**config.mk**
```make
export PLATFORM = sky130hd
export DESIGN_NAME = instr_fetch_queue
export DESIGN_NICKNAME = d
export VERILOG_FILES = /design/src/rtl/instr_fetch_queue.sv
export SDC_FILE = /design/constraint.sdc
export NUM_CORES = 1
export LEC_CHECK = 0
export ABC_AREA = 1
export ABC_CLOCK_PERIOD_IN_PS = 5600
export BUFFER_PORTS_ARGS = -buffer_cell sky130_fd_sc_hd__buf_2
export CAP_MARGIN = 15
export CORE_MARGIN = 2
export CORE_UTILIZATION = 45
export CTS_CLUSTER_DIAMETER = 50
export CTS_CLUSTER_SIZE = 20
export DETAILED_ROUTE_END_ITERATION = 16
export GPL_TIMING_DRIVEN = 0
export PLACE_DENSITY = 0.73
export SYNTH_ARGS = -nofsm -noshare
export SYNTH_HDL_FRONTEND = slang
export SYNTH_SLANG_ARGS = --single-unit
```
**constraint.sdc**
```tcl
create_clock -name sys_clk -period 5.6 [get_ports sys_clk]
set_clock_uncertainty 0.15 [all_clocks]
set_input_delay 1.12 -clock sys_clk [delete_from_list [all_inputs] [get_ports sys_clk]]
set_output_delay 1.12 -clock sys_clk [all_outputs]
set_load 0.05 [all_outputs]
```
**src/rtl/instr_fetch_queue.sv**
```systemverilog
// Instruction-fetch front end: prefetches program bytes from a 1-cycle-latency RAM
// into a circular byte queue and presents the head window, valid mask and head PC.
module instr_fetch_queue #(
  parameter int ADDR_W    = 9,
  parameter int DATA_W    = 8,
  parameter int DEPTH     = 8,
  parameter int MAX_INSTR = 3
) (
  input  logic                          sys_clk,
  input  logic                          sys_rst,
  output logic                          mem_rd_en,
  output logic [ADDR_W-1:0]             mem_addr,
  input  logic [DATA_W-1:0]             mem_rd_data,
  input  logic                          jmp_en,
  input  logic [ADDR_W-1:0]             jmp_addr,
  input  logic                          halt,
  input  logic                          consume,
  input  logic [1:0]                    instr_size,
  output logic [MAX_INSTR*DATA_W-1:0]   win_data,
  output logic [MAX_INSTR-1:0]          win_valid,
  output logic [ADDR_W-1:0]             head_pc,
  output logic                          underrun
);

  localparam int PW = $clog2(DEPTH);
  localparam int CW = $clog2(DEPTH + 1);

  logic [DATA_W-1:0]           queue_q [DEPTH];
  logic [PW-1:0]               rdPtr_q, rdPtr_d;
  logic [PW-1:0]               wrPtr_q, wrPtr_d;
  logic [CW-1:0]               count_q, count_d;
  logic [ADDR_W-1:0]           fetchAddr_q, fetchAddr_d;
  logic [ADDR_W-1:0]           headPc_q, headPc_d;
  logic                        inflight_q;
  logic                        underrun_q, underrun_d;
  logic [MAX_INSTR*DATA_W-1:0] winData_q, winData_d;
  logic [MAX_INSTR-1:0]        winValid_q, winValid_d;

  logic          active;
  logic          sizeLegal;
  logic          pop;
  logic          push;
  logic          issue;
  logic [CW-1:0] popCount;
  logic [CW-1:0] countAfterPop;

  // A returning read landing in a jump cycle is discarded along with the flush,
  // and reset clears inflight_q, so a stale return after reset never pushes.
  always_comb begin
    active        = !halt && !jmp_en;
    sizeLegal     = (instr_size != 2'd0) && (int'(instr_size) <= MAX_INSTR) &&
                    (CW'(instr_size) <= count_q);
    pop           = consume && active && sizeLegal;
    popCount      = pop ? CW'(instr_size) : '0;
    push          = inflight_q && !jmp_en;
    countAfterPop = count_q - popCount;
    issue         = active && !sys_rst && ((countAfterPop + CW'(inflight_q)) < CW'(DEPTH));
    underrun_d    = consume && active && !sizeLegal;

    if (jmp_en) begin
      rdPtr_d     = '0;
      wrPtr_d     = '0;
      count_d     = '0;
      headPc_d    = jmp_addr;
      fetchAddr_d = jmp_addr;
    end else begin
      rdPtr_d     = rdPtr_q + PW'(popCount);
      wrPtr_d     = wrPtr_q + PW'(push);
      count_d     = countAfterPop + CW'(push);
      headPc_d    = headPc_q + ADDR_W'(popCount);
      fetchAddr_d = issue ? fetchAddr_q + 1'b1 : fetchAddr_q;
    end
  end

  // The window is built from next-state pointers so it reflects this cycle's push and pop.
  always_comb begin
    logic [PW-1:0] idx;
    logic          byteValid;
    idx        = '0;
    byteValid  = 1'b0;
    winData_d  = '0;
    winValid_d = '0;
    for (int i = 0; i < MAX_INSTR; i++) begin
      idx           = rdPtr_d + PW'(i);
      byteValid     = count_d > CW'(i);
      winValid_d[i] = byteValid;
      if (byteValid) begin
        winData_d[i*DATA_W +: DATA_W] = (push && idx == wrPtr_q) ? mem_rd_data : queue_q[idx];
      end
    end
  end

  always_ff @(posedge sys_clk or posedge sys_rst) begin
    if (sys_rst) begin
      for (int i = 0; i < DEPTH; i++) queue_q[i] <= '0;
      rdPtr_q     <= '0;
      wrPtr_q     <= '0;
      count_q     <= '0;
      fetchAddr_q <= '0;
      headPc_q    <= '0;
      inflight_q  <= 1'b0;
      underrun_q  <= 1'b0;
      winData_q   <= '0;
      winValid_q  <= '0;
    end else begin
      if (push) queue_q[wrPtr_q] <= mem_rd_data;
      rdPtr_q     <= rdPtr_d;
      wrPtr_q     <= wrPtr_d;
      count_q     <= count_d;
      fetchAddr_q <= fetchAddr_d;
      headPc_q    <= headPc_d;
      inflight_q  <= issue;
      underrun_q  <= underrun_d;
      winData_q   <= winData_d;
      winValid_q  <= winValid_d;
    end
  end

  assign mem_rd_en = issue;
  assign mem_addr  = fetchAddr_q;
  assign win_data  = winData_q;
  assign win_valid = winValid_q;
  assign head_pc   = headPc_q;
  assign underrun  = underrun_q;

  // The issue throttle counts the in-flight read, so a push can never meet a full queue.
  assert property (@(posedge sys_clk) disable iff (sys_rst)
                   !(push && countAfterPop == CW'(DEPTH)));

endmodule

```
After elaboration in Yosys (flattened, before gate mapping). Index checks and enable logic that the tools add are counted.

$add $sub $neg: 9. Mux-type cells: 25. Bitwise gates (word level): 4. Equal/unequal tests: 3. $lt $le $gt $ge: 10. Reductions and logical operators: 18.

Operators by type and width (number): $mux 8 (13); $bmux 8 s3 (3); $bwmux 64 (1); $mux 9 (3); $demux 8 s3 (1); $ge 4x4->1 const B (4); $not 3->4 (4); $logic_and 1x1->1 (12); $add 9x1->9 const B (1); $add 9x2->9 (1); $eq 3x3->1 (3); $add 4x1->4 (2); $gt 4x1->1 const B (2); $mux 3 (2); $gt 4x2->1 const B (1); $le 2x4->1 (1); $logic_not 1->1 (4); $lt 4x1->1 const B (1); $lt 4x4->1 const B (1); $mux 4 (1); $reduce_bool 2->1 (2); $sub 4x2->4 (1); $add 3x1->3 (1); $add 3x1->3 const B (1); 3 further kinds (3).

Word-level logic and storage cells: 86. Output and inout port bits: 47. Bits in registers: 121. Input port bits: 24.

Depth between registers and ports, before layout.
Depth after elaboration: 14. Gate-level depth with buffers: 23. Depth with buffers taken out: 21.

Worst setup path after synthesis. Ideal clock, no wire load.

Kind: input to output. Start point: input instr_size[1]. End point: output mem_rd_en. Buffers on the path: 0. Arrival: 3557 ps. Slack: 773 ps. Stages on the path: 13. Required time: 4330 ps. Cells stage by stage: ha_1 > inv_1 > nor2_1 > o2111ai_1 > nand3_1 > nor2_1 > ha_1 > inv_1 > fa_1 > nand3_1 > o21ai_0 > nand3_2 > inv_1.

Cells in the longest elaborated chain, start to end: 8. Elaborated cells on any way between the ends: 9. Those cells by class: add/sub (2); order compare (2); mux (1); reduce/logical (4).

Ends and longest elaborated chain: start, declared (line 18) `input logic [1:0] instr_size,`; $le 2x4->1 or $reduce_bool 2->1 (tied branches) (line 52, 51); $logic_and 1x1->1 (line 51) `sizeLegal = (instr_size != 2'd0) && (int'(instr_size) <= MAX_INSTR) &&`; $logic_and 1x1->1 (line 53) `pop = consume && active && sizeLegal;`; $mux 2 * (line 54) `popCount = pop ? CW'(instr_size) : '0;`; $sub 4x2->4 * (line 56) `countAfterPop = count_q - popCount;`; $add 4x1->4 * (line 57) `issue = active && !sys_rst && ((countAfterPop + CW'(inflight_q)) < CW'(DEPTH));`; $lt 4x4->1 * (line 57); $logic_and 1x1->1 * (line 57); end, declared (line 11) `output logic mem_rd_en,`.

Every way passes the cells marked *; elsewhere a longest branch is shown, timed or not.

Worst setup path in the final report. Same ends and word-level chain as after synthesis.

==> impl_metrics.csv <==
group,metric,value,unit
synthesis,synth_nets,1045,
worst_setup_path,cp-startpoint,"instr_size[1]",
clocking,clk_pin_slew,0.06,ns
worst_setup_path,critPathLaunchType,"input port",
drt,dr_total_vias,7059,
worst_setup_path,ff2ff_path_depth,22,
drt,wl_per_cell,17.1,um
clocking,cts-root-buf,"clkbuf_16",
clocking,clock_latency,0.42,ns
timing,whs,0.361,ns
clocking,numCtsBuffers,17,
layout,post-route-util,0.543,
worst_setup_path,slowest_stage,"fa_1",
timing,finalCritPeriodShare,0.955,
die,die_h,132,um
die,die-area,17400,um2
power,power_leakage,0.00441,uW
place,port_buffers,69,
worst_setup_path,rrSetupSlack,0.68,ns
layout,diodes,0,
timing,setup_slack,0.254,ns
synthesis,synth_cell_types,36,
timing,worst_pin_slew,0.814,ns
synthesis,avgSynthCellArea,7.34,um2
synthesis,synthCells,1005,
worst_setup_path,cp.arrival,4.08,ns
place,dp.cells,1291,
layout,area_delta_synth_final,17.4,%
synthesis,yosys_warnings,0,
place,post-place-ws,-0.0581,ns
timing,slew_headroom,0.457,
global_route,grt_usage,0.264,
worst_setup_path,path_common_cell,"inv_1",
synthesis,synth.yosys.seq_area_share,0.410,
clocking,cts_hold_buf,0,
worst_setup_path,path_class,"in2out",
power,p_sw,845,uW
clocking,cts_setup_buffers,0,
drt,avgViaCountPerCell,5.33,
synthesis,synth.cell_area,7380,um2
drt,drt_first_pass_iters,7,
power,peakVddDrop,0.206,mV
drt,post-route-drc-count,0,
worst_setup_path,endpoint_kind,"output port",
power,p_comb_frac,0.198,
die,initial_core_util,0.463,
worst_setup_path,crit_fanout,6,
layout,nets,1136,
layout,final_cells,1325,
clocking,h-tree-depth,4,
die,io_pins,71,
flow_run,cap_violations,0,
drt,first_iter_violations,624,
drt,ant_nets,0,
clocking,clk_path_buf_depth,2,
power,p_seq_frac,0.372,
place,routabilityCongestion,0.979,
worst_hold_path,min_from,"queue_q[25]$_DFFE_PP0P_",
power,netSwitchingFraction,0.313,
layout,drive_gt1_frac,0.170,
timing,hold_viol,0,
power,p_total,2700,uW
global_route,antenna_found_initial,0,
die,rows,46,
timing,max_freq,187,MHz
clocking,cts_sinks,121,
die,core,15900,um2
global_route,grt_overflow,0,
global_route,grt_pass1_vias,6456,
power,power.density,311,nW/um2
drt,drt_wl_total,22700,um
place,dp_hpwl,16800,um
worst_setup_path,crit_buf_inv,5,
clocking,cts_tree,"built",
worst_setup_path,cp.depth,15,
worst_setup_path,crit_family,"adder cells",
worst_hold_path,hold_end,"queue_q[25]$_DFFE_PP0P_",
worst_hold_path,hold_path_class,"reg2reg",
timing,setup_viol,0,
global_route,grt_max_degree,80,
synthesis,synth-seq-cells,121,
worst_setup_path,crit_chain,"buf_2 > ha_1 > inv_1 > nor2_1 > o2111ai_1 > nand3_1 > nor2_1 > ha_1 > inv_1 > fa_1 > nand3_1 > o21ai_0 > nand3_2 > inv_1 > buf_2",
timing,timing.final.max_slew_violations,0,
die,fp.dieW,132,um
worst_setup_path,reg2reg_from,"count_q[1]$_DFF_PP0_",
worst_setup_path,rr_endpoint,"win_data[14]$_DFF_PP0_",
power,power.internal,1850,uW
clocking,cts_resized,0,
global_route,grt_pass1_wl,35800,um
timing,min_period,5.35,ns
worst_setup_path,required,4.33,ns
worst_hold_path,min_path_cells,2,
power,clockPowerShare,0.430,
worst_setup_path,critPathMaxStageDelay,0.53,ns
outcome,status,"finished, final reports clean",
routing by layer:
metal	wire length, um	global-route usage
met2	10100	0.403
met3	1880	0.0627
met5	0	0
met4	366	0.0610
met1	10400	0.382
layout by cell type (no fill, tap or decap), types with 4 or more instances in the layout:
master      netlist  routed
ha_1             13      13
clkinvlp_4        0       5
nor2_1           58      58
bufinv_16         0       4
clkbuf_1         13      16
nand4_1          12      12
buf_2            12      81
nand3_1         170     170
nor2_4            4       4
xor2_1            6       6
a21oi_1          26      26
inv_1            73      72
inv_2            10      10
nand2_1         353     353
dfrtp_1         121     121
nand3_2           8       8
o21ai_0          59      59
nand2_2          15      15
buf_6            17      17
clkbuf_16         0      17
state kept, by name, indices dropped and copies added, names as in the netlist, 3 cells and up:
register	flops
head_pc	9
win_data	24
queue_q	64
wrPtr_q	3
win_valid	3
rdPtr_q	3
mem_addr	9
count_q	4
how the worst max path moves through the flow:
stage                              endpoint  slack, ns
floorplan                         mem_rd_en       0.77
global placement    queue_q[39]$_DFFE_PP0P_      -0.28
detailed placement   win_data[14]$_DFF_PP0_      -0.06
CTS                               mem_rd_en       0.12
global route                      mem_rd_en   -0.00002
finish                            mem_rd_en       0.25
through the flow:
| stage | instance area (um2) | TNS (ns) |
|---|---|---|
| after global routing | 8660 | -0.0000178 |
| after global placement | 7990 | -32.33 |
| after detailed placement | 8030 | -0.0638 |
| after floorplan | 7380 | 0 |
| after CTS | 8650 | 0 |
| final | 8660 | 0 |
cells in the mapped netlist, drive strengths merged:
library cell	n	area, um2
a31oi	1	6.26
clkbuf	13	48.8
o31ai	1	7.51
ha	13	163
buf	33	282
o21ai	60	300
nand4	12	75.1
inv	85	327
or2	1	6.26
a21oi	30	173
nor3	5	58.8
dfrtp	121	3030
nor3b	3	22.5
fa	3	60.1
nand2	371	1450
o2111ai	1	8.76
nor2	65	323
xor2	6	52.6
nand3	181	983
worst min-delay path: stages (launching register included):
cell and delay [ns]:
dfrtp_1 0.36, nand2_1 0.05, o21ai_0 0.06
kinds of logic (layout without fill, tap and decap cells):
kind of cell,count (synthesis),in the layout,synth area share
AOI/OAI and AO/OA,93,93,0.0672
xor gates and xnor gates,6,6,0.00712
adders and majority gates,16,16,0.0302
buffers and inverters,131,235,0.0890
DFF,121,121,0.410
and+or+nand+nor,638,638,0.396
layout make-up:
type                            count  area, um2
Clock buffer                       21        450
Multi-Input combinational cell    753       3690
Inverter                           85        332
Buffer                             46        330
Tap cell                          216        270
Sequential cell                   121       3030
Clock inverter                     11        171
Fill cell                        1542       7280
Timing Repair Buffer               72        388
power groups by stage:
stage	clock network (uW)	logic (uW)	registers, uW
3_3_place_gp	0	520	1020
3_5_place_dp	0	528	1020
6_report	1160	535	1000
2_1_floorplan	0	268	1120
4_1_cts	1170	529	1000
5_1_grt	1220	585	1010
No activity file was read; power rests on OpenSTA's default activity.
